### src/rtl/serial_subtractor_pkg.sv
// Shared types for the bit-serial subtractor: FSM state encoding.
package serial_sub_pkg;

    typedef enum logic [1:0] {
        IDLE = 2'd0,
        RUN  = 2'd1,
        DONE = 2'd2
    } state_t;

endpackage : serial_sub_pkg

### src/rtl/serial_subtractor_if.sv
// Operand and result handshake bundle for serial_subtractor.
interface serial_subtractor_if #(
    parameter int WIDTH = 8
);
    logic             in_valid;
    logic             in_ready;
    logic [WIDTH-1:0] a;
    logic [WIDTH-1:0] b;
    logic             out_valid;
    logic             out_ready;
    logic [WIDTH-1:0] diff;
    logic             bout;
    logic             zero;

    modport master (
        output in_valid, a, b, out_ready,
        input  in_ready, out_valid, diff, bout, zero
    );

    modport slave (
        input  in_valid, a, b, out_ready,
        output in_ready, out_valid, diff, bout, zero
    );
endinterface : serial_subtractor_if

### src/rtl/serial_subtractor_half_sub.sv
// Combinational half subtractor: d = x - y (mod 2), bo = borrow out.
module half_sub (
    input  logic x,
    input  logic y,
    output logic d,
    output logic bo
);

    assign d  = x ^ y;
    assign bo = ~x & y;

endmodule : half_sub

### src/rtl/serial_subtractor.sv
// Bit-serial LSB-first unsigned subtractor: diff = a - b over WIDTH cycles,
// operands and result exchanged through valid/ready handshakes.
module serial_subtractor
    import serial_sub_pkg::*;
#(
    parameter int WIDTH = 8
) (
    input  logic               clk,
    input  logic               resetn,
    serial_subtractor_if.slave ifc
);

    localparam int                CNT_W    = $clog2(WIDTH);
    localparam logic [CNT_W-1:0]  CNT_LAST = CNT_W'(WIDTH - 1);

    state_t             state_r;
    state_t             state_nxt;
    logic [WIDTH-1:0]   a_sr_r;
    logic [WIDTH-1:0]   a_sr_nxt;
    logic [WIDTH-1:0]   b_sr_r;
    logic [WIDTH-1:0]   b_sr_nxt;
    // One bit narrower than the result: the final bit is merged directly into diff.
    logic [WIDTH-2:0]   diff_sr_r;
    logic [WIDTH-2:0]   diff_sr_nxt;
    logic [WIDTH-1:0]   diff_cat_s;
    logic               borrow_r;
    logic               borrow_nxt;
    logic               nz_r;
    logic               nz_nxt;
    logic [CNT_W-1:0]   cnt_r;
    logic [CNT_W-1:0]   cnt_nxt;
    logic               out_valid_r;
    logic               out_valid_nxt;
    logic [WIDTH-1:0]   diff_r;
    logic [WIDTH-1:0]   diff_nxt;
    logic               bout_r;
    logic               bout_nxt;
    logic               zero_r;
    logic               zero_nxt;

    logic               in_ready_s;
    logic               d1_s;
    logic               bo1_s;
    logic               d_s;
    logic               bo2_s;
    logic               borrow_step_s;

    // Full subtract step built from two half subtractors.
    half_sub u_hs_ab (
        .x  (a_sr_r[0]),
        .y  (b_sr_r[0]),
        .d  (d1_s),
        .bo (bo1_s)
    );

    half_sub u_hs_borrow (
        .x  (d1_s),
        .y  (borrow_r),
        .d  (d_s),
        .bo (bo2_s)
    );

    assign borrow_step_s = bo1_s | bo2_s;
    assign diff_cat_s    = {d_s, diff_sr_r};
    assign in_ready_s    = (state_r == IDLE) && resetn;

    assign ifc.in_ready  = in_ready_s;
    assign ifc.out_valid = out_valid_r;
    assign ifc.diff      = diff_r;
    assign ifc.bout      = bout_r;
    assign ifc.zero      = zero_r;

    // Next-state and datapath next values; every register holds by default.
    always_comb begin
        state_nxt     = state_r;
        a_sr_nxt      = a_sr_r;
        b_sr_nxt      = b_sr_r;
        diff_sr_nxt   = diff_sr_r;
        borrow_nxt    = borrow_r;
        nz_nxt        = nz_r;
        cnt_nxt       = cnt_r;
        out_valid_nxt = out_valid_r;
        diff_nxt      = diff_r;
        bout_nxt      = bout_r;
        zero_nxt      = zero_r;

        case (state_r)
            IDLE: begin
                if (ifc.in_valid && in_ready_s) begin
                    a_sr_nxt    = ifc.a;
                    b_sr_nxt    = ifc.b;
                    diff_sr_nxt = '0;
                    borrow_nxt  = 1'b0;
                    nz_nxt      = 1'b0;
                    cnt_nxt     = '0;
                    state_nxt   = RUN;
                end else begin
                    state_nxt   = IDLE;
                end
            end

            RUN: begin
                a_sr_nxt    = a_sr_r >> 1;
                b_sr_nxt    = b_sr_r >> 1;
                diff_sr_nxt = diff_cat_s[WIDTH-1:1];
                borrow_nxt  = borrow_step_s;
                nz_nxt      = nz_r | d_s;
                cnt_nxt     = cnt_r + CNT_W'(1);
                // Last bit: publish the result on the same edge that enters DONE.
                if (cnt_r == CNT_LAST) begin
                    state_nxt     = DONE;
                    out_valid_nxt = 1'b1;
                    diff_nxt      = diff_cat_s;
                    bout_nxt      = borrow_step_s;
                    zero_nxt      = ~(nz_r | d_s);
                end else begin
                    state_nxt     = RUN;
                end
            end

            DONE: begin
                if (ifc.out_ready) begin
                    state_nxt     = IDLE;
                    out_valid_nxt = 1'b0;
                end else begin
                    state_nxt     = DONE;
                end
            end

            default: begin
                state_nxt     = IDLE;
                out_valid_nxt = 1'b0;
            end
        endcase
    end

    // FSM state register.
    always_ff @(posedge clk or negedge resetn) begin
        if (!resetn) begin
            state_r <= IDLE;
        end else begin
            state_r <= state_nxt;
        end
    end

    // Operand/result shift registers, borrow, counter and registered outputs.
    always_ff @(posedge clk or negedge resetn) begin
        if (!resetn) begin
            a_sr_r      <= '0;
            b_sr_r      <= '0;
            diff_sr_r   <= '0;
            borrow_r    <= 1'b0;
            nz_r        <= 1'b0;
            cnt_r       <= '0;
            out_valid_r <= 1'b0;
            diff_r      <= '0;
            bout_r      <= 1'b0;
            zero_r      <= 1'b0;
        end else begin
            a_sr_r      <= a_sr_nxt;
            b_sr_r      <= b_sr_nxt;
            diff_sr_r   <= diff_sr_nxt;
            borrow_r    <= borrow_nxt;
            nz_r        <= nz_nxt;
            cnt_r       <= cnt_nxt;
            out_valid_r <= out_valid_nxt;
            diff_r      <= diff_nxt;
            bout_r      <= bout_nxt;
            zero_r      <= zero_nxt;
        end
    end

endmodule : serial_subtractor

### src/flat_wrapper.sv
// flat-port wrapper written by rule: the top's interface ports become plain ports
module serial_subtractor_flat import serial_sub_pkg::*;
#(
    parameter int WIDTH = 8
)
  (clk, resetn, ifc_in_valid, ifc_a, ifc_b, ifc_out_ready, ifc_in_ready, ifc_out_valid, ifc_diff, ifc_bout, ifc_zero);
  serial_subtractor_if #(.WIDTH(WIDTH)) ifc_i ();
  input  logic clk;
  input  logic resetn;
  input wire logic [$bits(ifc_i.in_valid)-1:0] ifc_in_valid;
  input wire logic [$bits(ifc_i.a)-1:0] ifc_a;
  input wire logic [$bits(ifc_i.b)-1:0] ifc_b;
  input wire logic [$bits(ifc_i.out_ready)-1:0] ifc_out_ready;
  output wire logic [$bits(ifc_i.in_ready)-1:0] ifc_in_ready;
  output wire logic [$bits(ifc_i.out_valid)-1:0] ifc_out_valid;
  output wire logic [$bits(ifc_i.diff)-1:0] ifc_diff;
  output wire logic [$bits(ifc_i.bout)-1:0] ifc_bout;
  output wire logic [$bits(ifc_i.zero)-1:0] ifc_zero;
  assign ifc_i.in_valid = ifc_in_valid;
  assign ifc_i.a = ifc_a;
  assign ifc_i.b = ifc_b;
  assign ifc_i.out_ready = ifc_out_ready;
  assign ifc_in_ready = ifc_i.in_ready;
  assign ifc_out_valid = ifc_i.out_valid;
  assign ifc_diff = ifc_i.diff;
  assign ifc_bout = ifc_i.bout;
  assign ifc_zero = ifc_i.zero;
  serial_subtractor #(.WIDTH(WIDTH)) u_core (.clk(clk), .resetn(resetn), .ifc(ifc_i));
endmodule
### config.mk
export PLATFORM = sky130hd
export DESIGN_NAME = serial_subtractor_flat
export DESIGN_NICKNAME = d
export VERILOG_FILES = /design/src/rtl/serial_subtractor_pkg.sv /design/src/rtl/serial_subtractor_if.sv /design/src/rtl/serial_subtractor_half_sub.sv /design/src/rtl/serial_subtractor.sv /design/src/flat_wrapper.sv
export SDC_FILE = /design/constraint.sdc
export NUM_CORES = 1
export LEC_CHECK = 0
export CORE_MARGIN = 2
export CORE_UTILIZATION = 50
export DETAILED_ROUTE_END_ITERATION = 6
export MAX_ROUTING_LAYER = met4
export PLACE_DENSITY = 0.85
export SLEW_MARGIN = 20
export SYNTH_ARGS = -nofsm -noshare
export SYNTH_HDL_FRONTEND = slang
export SYNTH_SLANG_ARGS = --single-unit
### constraint.sdc
create_clock -name clk -period 1.65 [get_ports clk]
set_input_delay 0.33 -clock clk [delete_from_list [all_inputs] [get_ports clk]]
set_output_delay 0.33 -clock clk [all_outputs]
set_load 0.05 [all_outputs]
==> results.md, run 1 <==
- Status: completed
- Clock power frac: 0.152
- Share of the synthesized area in the top cell type: 0.579
- Setup Viol. Count Final: 0
- Fin area: 2270 um^2
- GRT overflow: 0
- Crit path required time: 1.32 ns
- Rows: 21
- GPL Wtd Cong: 0.803
- Worst Hold Class: primary input to asynchronous set/reset pin
- Cts bufs inserted: 5
- Clock Skew: 0.00846 ns
- Internal power: 2.74 mW
- Filler cells: 262
- Critical path cell sequence: inv_4 > and3_4 > buf_12
- Final Util: 0.674
- Fraction of layout cells with a size suffix above 1: 0.263
- TritonCTS Sinks: 41
- Number of global-route vias before repair: 1437
- Final Slew Violations: 0
- Core area: 3360 um^2
- Via count: 1389
- Initial Util: 0.527
- Largest net degree at the start of global routing: 24
- Synth Net Count: 170
- Max FO, Critical Path: 8
- TritonCTS clock tree: done
- Worst-Margin Slew: 0.435 ns
- Maxcap violations: 0
- DRC Markers: 0
- Io pins: 32
- Post-synthesis instance total: 147
- Initial antenna violation count: 0
- CTS Buffer Depth: 2
- Minimum clock period: 1.61 ns
- Largest stage delay, worst path: 0.48 ns
- Most used DFF post-synth: dfrtp_1
- WL final: 4030 um
- Clock root cell: clkbuf_4
- Number of synthesized register bits: 41
- CP max stage cell: dfrtp_2
- Leakage power: 1.00 nW
- Switch share: 0.413
- Post-Layout Cell Count: 236
- Drt wl/cell: 17.1 um
- Avg Cell Area, Syn: 12.1 um^2
- Logic pwr share: 0.462
- Worst-path clk slew: 0.13 ns
- First-pass GRT wire length: 6870 um
- Number of synthesized flops with an enable pin: 0
- H-tree levels: 2
- Buf/Inv on CP: 2
- Kind of cell adding the most delay to the critical path: flip-flops
- Slew margin rel.: 0.709
- Starting DRT DRC Count: 86
- VDD IR max: 980 uV
- Sw Pwr: 1.93 mW
- Startpoint types: flop
- Crit path kind: flop to output port
- DIE HEIGHT: 63.5 um
- Sequential power share: 0.386
- Worst-skew pair later-pin latency: 0.36 ns
- Endpoint type of the worst setup path: output port
- Post-Place Cell Area: 2140 um^2
- Antenna Nets Post-Route: 0
- Area taken by multi-input logic gates: 687 um^2
- Area of the die: 4040 um^2
- Yosys warns: 0
- Worst hold slack: 0.00155 ns
- PortBufs: 31
- Period utilization: 0.975
- Area grow syn2layout: 27.9%
- Register area share after synthesis: 0.579
- F_max: 0.622 GHz
- Hold Violations, Final: 0
- Leading area contributor after synthesis: dfrtp_1
- RSZ-0062 raised after global routing: true
- FF+latch area: 1030 um^2
- GRT Util Overall: 0.226
- Placed instance count: 224
- Post-Syn Area: 1770 um^2
- HPWL after detailed placement: 2790 um
- Vias per cell: 5.89
- Cell variety after synth: 29
- Pwr dens: 2060 nW/um^2
- First drt pass iteration count: 4
- Die width: 63.5 um
- Antenna cell count: 0
- Critical Path AT: 1.28 ns
- Fin nets: 212
- Largest cells by area after synthesis: dfrtp_1 58%, mux2_2 6.4%, o22ai_1 6.4%
- Async S/R FF share, synth: 1.00
-- sequential cells by signal, indices dropped and copies added (netlist names), 2 cells and up --
register / count
u_core.a_sr_r: 8
u_core.b_sr_r: 8
u_core.ifc.diff: 8
u_core.diff_sr_r: 7
u_core.cnt_r: 3
u_core.state_r: 2
-- worst paths after layout --
check	slack [ns]	from	to	cells past startpoint
max	0.04	u_core.state_r[0]$_DFF_PN0_	ifc_in_ready	3
min	0.002	resetn	u_core.a_sr_r[5]$_DFFE_PN0P_	2
max reg2reg	0.08	u_core.cnt_r[0]$_DFFE_PN0P_	u_core.ifc.diff[5]$_DFFE_PN0P_	4
min reg2reg	0.50	u_core.a_sr_r[3]$_DFFE_PN0P_	u_core.a_sr_r[3]$_DFFE_PN0P_	1
max in group asynchronous	1.13	resetn	u_core.b_sr_r[7]$_DFFE_PN0P_	2
min in group clk	0.45	resetn	u_core.state_r[0]$_DFF_PN0_	4
-- layout by cell type (no fill, tap or decap), types with 3 or more instances in the layout --
cell / synthesis / layout
inv_1: 3 / 3
and2_1: 6 / 6
mux2_2: 10 / 10
buf_4: 1 / 23
a31oi_1: 5 / 5
clkbuf_4: 0 / 5
clkdlybuf4s50_1: 0 / 18
nor2_1: 3 / 3
a21oi_1: 12 / 12
o22ai_1: 18 / 18
dfrtp_1: 41 / 39
o21ai_0: 4 / 4
nand2_1: 6 / 6
a22o_1: 9 / 9
o2bb2ai_1: 6 / 6
-- per-stage QoR --
step / setup WS (ns) / TNS (ns) / total power [mW]
5_1_grt: -0.0356 / -0.0569 / 4.99
4_1_cts: 0.00640 / 0 / 4.63
3_5_place_dp: -0.0270 / -0.0399 / 3.92
6_report: 0.0414 / 0 / 4.67
2_1_floorplan: 0.0661 / 0 / 3.27
3_3_place_gp: 0.0182 / 0 / 3.77
-- area by class of cell --
cell class,instances,share of cell area
timing repair buffer,44,0.171
clock buffer,6,0.0226
tap,46,0.0254
multi-input combinational,93,0.303
inverter,4,0.00773
clock inverter,2,0.0166
sequential,41,0.454
-- timing repair --
item / 4_1_cts / 5_1_grt
setup endpoints to repair: 1 / 2
setup buffers: 0 / 3
hold endpoints to repair: 2 / 0
gates cloned: 0 / 0
resized for setup: 3 / 1
hold buffers: 1 / 0
pin swaps: 0 / 0
-- cells in the mapped netlist, types with 4 or more instances --
cell type,instances
and2_1,6
buf_2,4
a21oi_1,12
o21ai_0,4
nand2_1,6
o2bb2ai_1,6
o22ai_1,18
dfrtp_1,41
a31oi_1,5
mux2_2,10
a22o_1,9
-- layer usage --
layer,track usage,routed length [um]
met1,0.295,1800
met2,0.346,1970
met4,0.0679,63
met5,-,0
met3,0.0607,194
-- power groups by stage --
stage | registers [mW] | logic [mW] | clock network (mW)
after floorplan | 2.10 | 1.16 | 0
after global placement | 1.78 | 1.99 | 0
after detailed placement | 1.81 | 2.11 | 0
after CTS | 1.80 | 2.12 | 0.708
after global routing | 1.86 | 2.36 | 0.765
final | 1.80 | 2.16 | 0.711
-- cells by family after synthesis --
kind of cell    synth area share
fa+ha+maj                 0.0254
flops                      0.579
buf+inv                   0.0367
compound gates             0.227
mux                       0.0635
simple gates              0.0692
Power figures use the tool's default switching activity.
==> inputs of run 2 (changes only) <==
==> constraint.sdc (replaced) <==
create_clock -name clk -period 1.65 [get_ports clk]
set_input_delay 0.33 -clock clk [delete_from_list [all_inputs] [get_ports clk]]
set_output_delay 0.33 -clock clk [all_outputs]
set_load 0.005 [all_outputs]
==> run 2 against run 1 <==
Effect of this change: global-route usage is 0.68 points lower; routed wire length fell by 4.2%; clock skew fell by 0.0014 ns; cell count fell by 0.42%; die area did not move; power fell by 13%; sequential power about the same; sequential cell count did not move; largest cell class unchanged; highest routed layer unchanged.
==> results.md, run 2 (same netlist as run 1, synthesis figures left out) <==
- Maxcap violations: 0
- Starting DRT DRC Count: 102
- Endpoint type of the worst setup path: flop
- Worst setup margin: 0.00787 ns
- GRT overflow: 0
- Area of the die: 4040 um^2
- Hold Violations, Final: 0
- CP max stage cell: dlygate4sd3_1
- Period utilization: 0.995
- Largest net degree at the start of global routing: 32
- Worst-skew pair later-pin latency: 0.35 ns
- Worst-Margin Slew: 0.408 ns
- Core area: 3360 um^2
- Leakage power: 0.973 nW
- Buf/Inv on CP: 4
- Worst Hold Class: primary input to asynchronous set/reset pin
- Clock root cell: clkbuf_4
- GPL Wtd Cong: 0.828
- Critical path cell sequence: buf_2 > dlygate4sd3_1 > buf_6 > and2_1 > o21ai_4 > buf_4 > o2bb2ai_1
- Final Slew Violations: 0
- Initial Util: 0.527
- Pwr dens: 1800 nW/um^2
- Drt wl/cell: 16.4 um
- HPWL after detailed placement: 2670 um
- Sum Neg Setup Slack: 0 ns
- Minimum clock period: 1.64 ns
- GRT Util Overall: 0.219
- CTS Buffer Depth: 2
- First-pass GRT wire length: 6710 um
- Worst-path clk slew: 0.12 ns
- Fin nets: 211
- Crit path required time: 1.93 ns
- Cts bufs inserted: 5
- Most frequent cells in the layout: 41 x dfrtp_1, 29 x clkdlybuf4s50_1, 18 x o22ai_1, 12 x a21oi_1, 10 x mux2_2
- Rows: 21
- Overall power: 4.07 mW
- Kind of cell adding the most delay to the critical path: buffers and inverters
- Slew margin rel.: 0.728
- F_max: 0.609 GHz
- FF-to-FF End: u_core.ifc.diff[6]$_DFFE_PN0P_
- DRC Markers: 0
- Vias per cell: 5.85
- Status: completed
- Most common cell after layout, fill and taps aside: dfrtp_1
- PortBufs: 31
- Area grow syn2layout: 27.3%
- Setup Viol. Count Final: 0
- Critical Path AT: 1.92 ns
- TritonCTS Sinks: 41
- First drt pass iteration count: 4
- Fraction of layout cells with a size suffix above 1: 0.185
- Max FO, Critical Path: 15
- VDD IR max: 873 uV
- Worst r2r path cells: 4
- H-tree levels: 2
- Reg2Reg Launch Point: u_core.cnt_r[0]$_DFFE_PN0P_
- Place WS: 0.00920 ns
- Via count: 1374
- Number of global-route vias before repair: 1413
- Antenna Nets Post-Route: 0
- Crit path kind: primary input to flop
- Crit path depth: 7
- Antenna cell count: 0
- Largest stage delay, worst path: 0.56 ns
- WL final: 3860 um
- DIE HEIGHT: 63.5 um
- TritonCTS clock tree: done
- Io pins: 32
- Die width: 63.5 um
- FF-to-FF setup slack: 0.08 ns
- Initial antenna violation count: 0
- Clock Skew: 0.00708 ns
- Startpoint types: primary input
run 2: how the worst max path moves through the flow:
stage,slack (ns),end,from
floorplan,0.19,u_core.ifc.diff[0]$_DFFE_PN0P_,u_core.cnt_r[0]$_DFFE_PN0P_
global route,-0.009,u_core.a_sr_r[4]$_DFFE_PN0P_,resetn
finish,0.008,u_core.a_sr_r[4]$_DFFE_PN0P_,resetn
global placement,0.08,u_core.borrow_r$_DFFE_PN0P_,ifc_in_valid
CTS,0.03,u_core.a_sr_r[4]$_DFFE_PN0P_,resetn
detailed placement,0.009,u_core.a_sr_r[4]$_DFFE_PN0P_,ifc_in_valid
run 2: layout make-up:
| class | instances | area [um^2] |
|---|---|---|
| fill | 267 | 1110 |
| multi-input combinational | 93 | 687 |
| clock inverter | 3 | 17.5 |
| inverter | 4 | 15.0 |
| sequential | 41 | 1030 |
| tap | 46 | 57.6 |
| timing repair buffer | 43 | 417 |
| clock buffer | 5 | 37.5 |
run 2: routing by layer:
layer,vias up,track usage,part of all wire
met5,-,-,0
met4,0,0.0734,0.015
met3,6,0.0607,0.061
met2,49,0.333,0.49
met1,675,0.285,0.43
li1,644,-,-
run 2: power breakdown:
group | switching (mW) | internal, mW | total (mW)
clock | 0.327 | 0.161 | 0.488
combinational | 0.825 | 0.982 | 1.81
sequential | 0.313 | 1.46 | 1.77
total | 1.47 | 2.60 | 4.07
run 2: metrics by stage:
stage,util,std cells,hold slack [ns],instance area (um^2)
2_1_floorplan,-,147,0.0344,1770
3_3_place_gp,0.646,225,0.273,2170
3_5_place_dp,0.646,225,0.282,2170
4_1_cts,0.667,234,0.438,2240
5_1_grt,0.671,235,0.438,2260
6_report,0.671,235,0.440,2260
run 2: what timing repair did:
action                                 CTS  global route
resized for setup                        2             2
setup buffers                            0             1
endpoints found under the hold margin   10             0
pin swaps                                0             1
hold buffers                             1             0
setup endpoints to repair                1            12
run 2: worst min-delay path: cells and delay by family:
family	cells	cell delay, ns
buffers and inverters	3	0.82
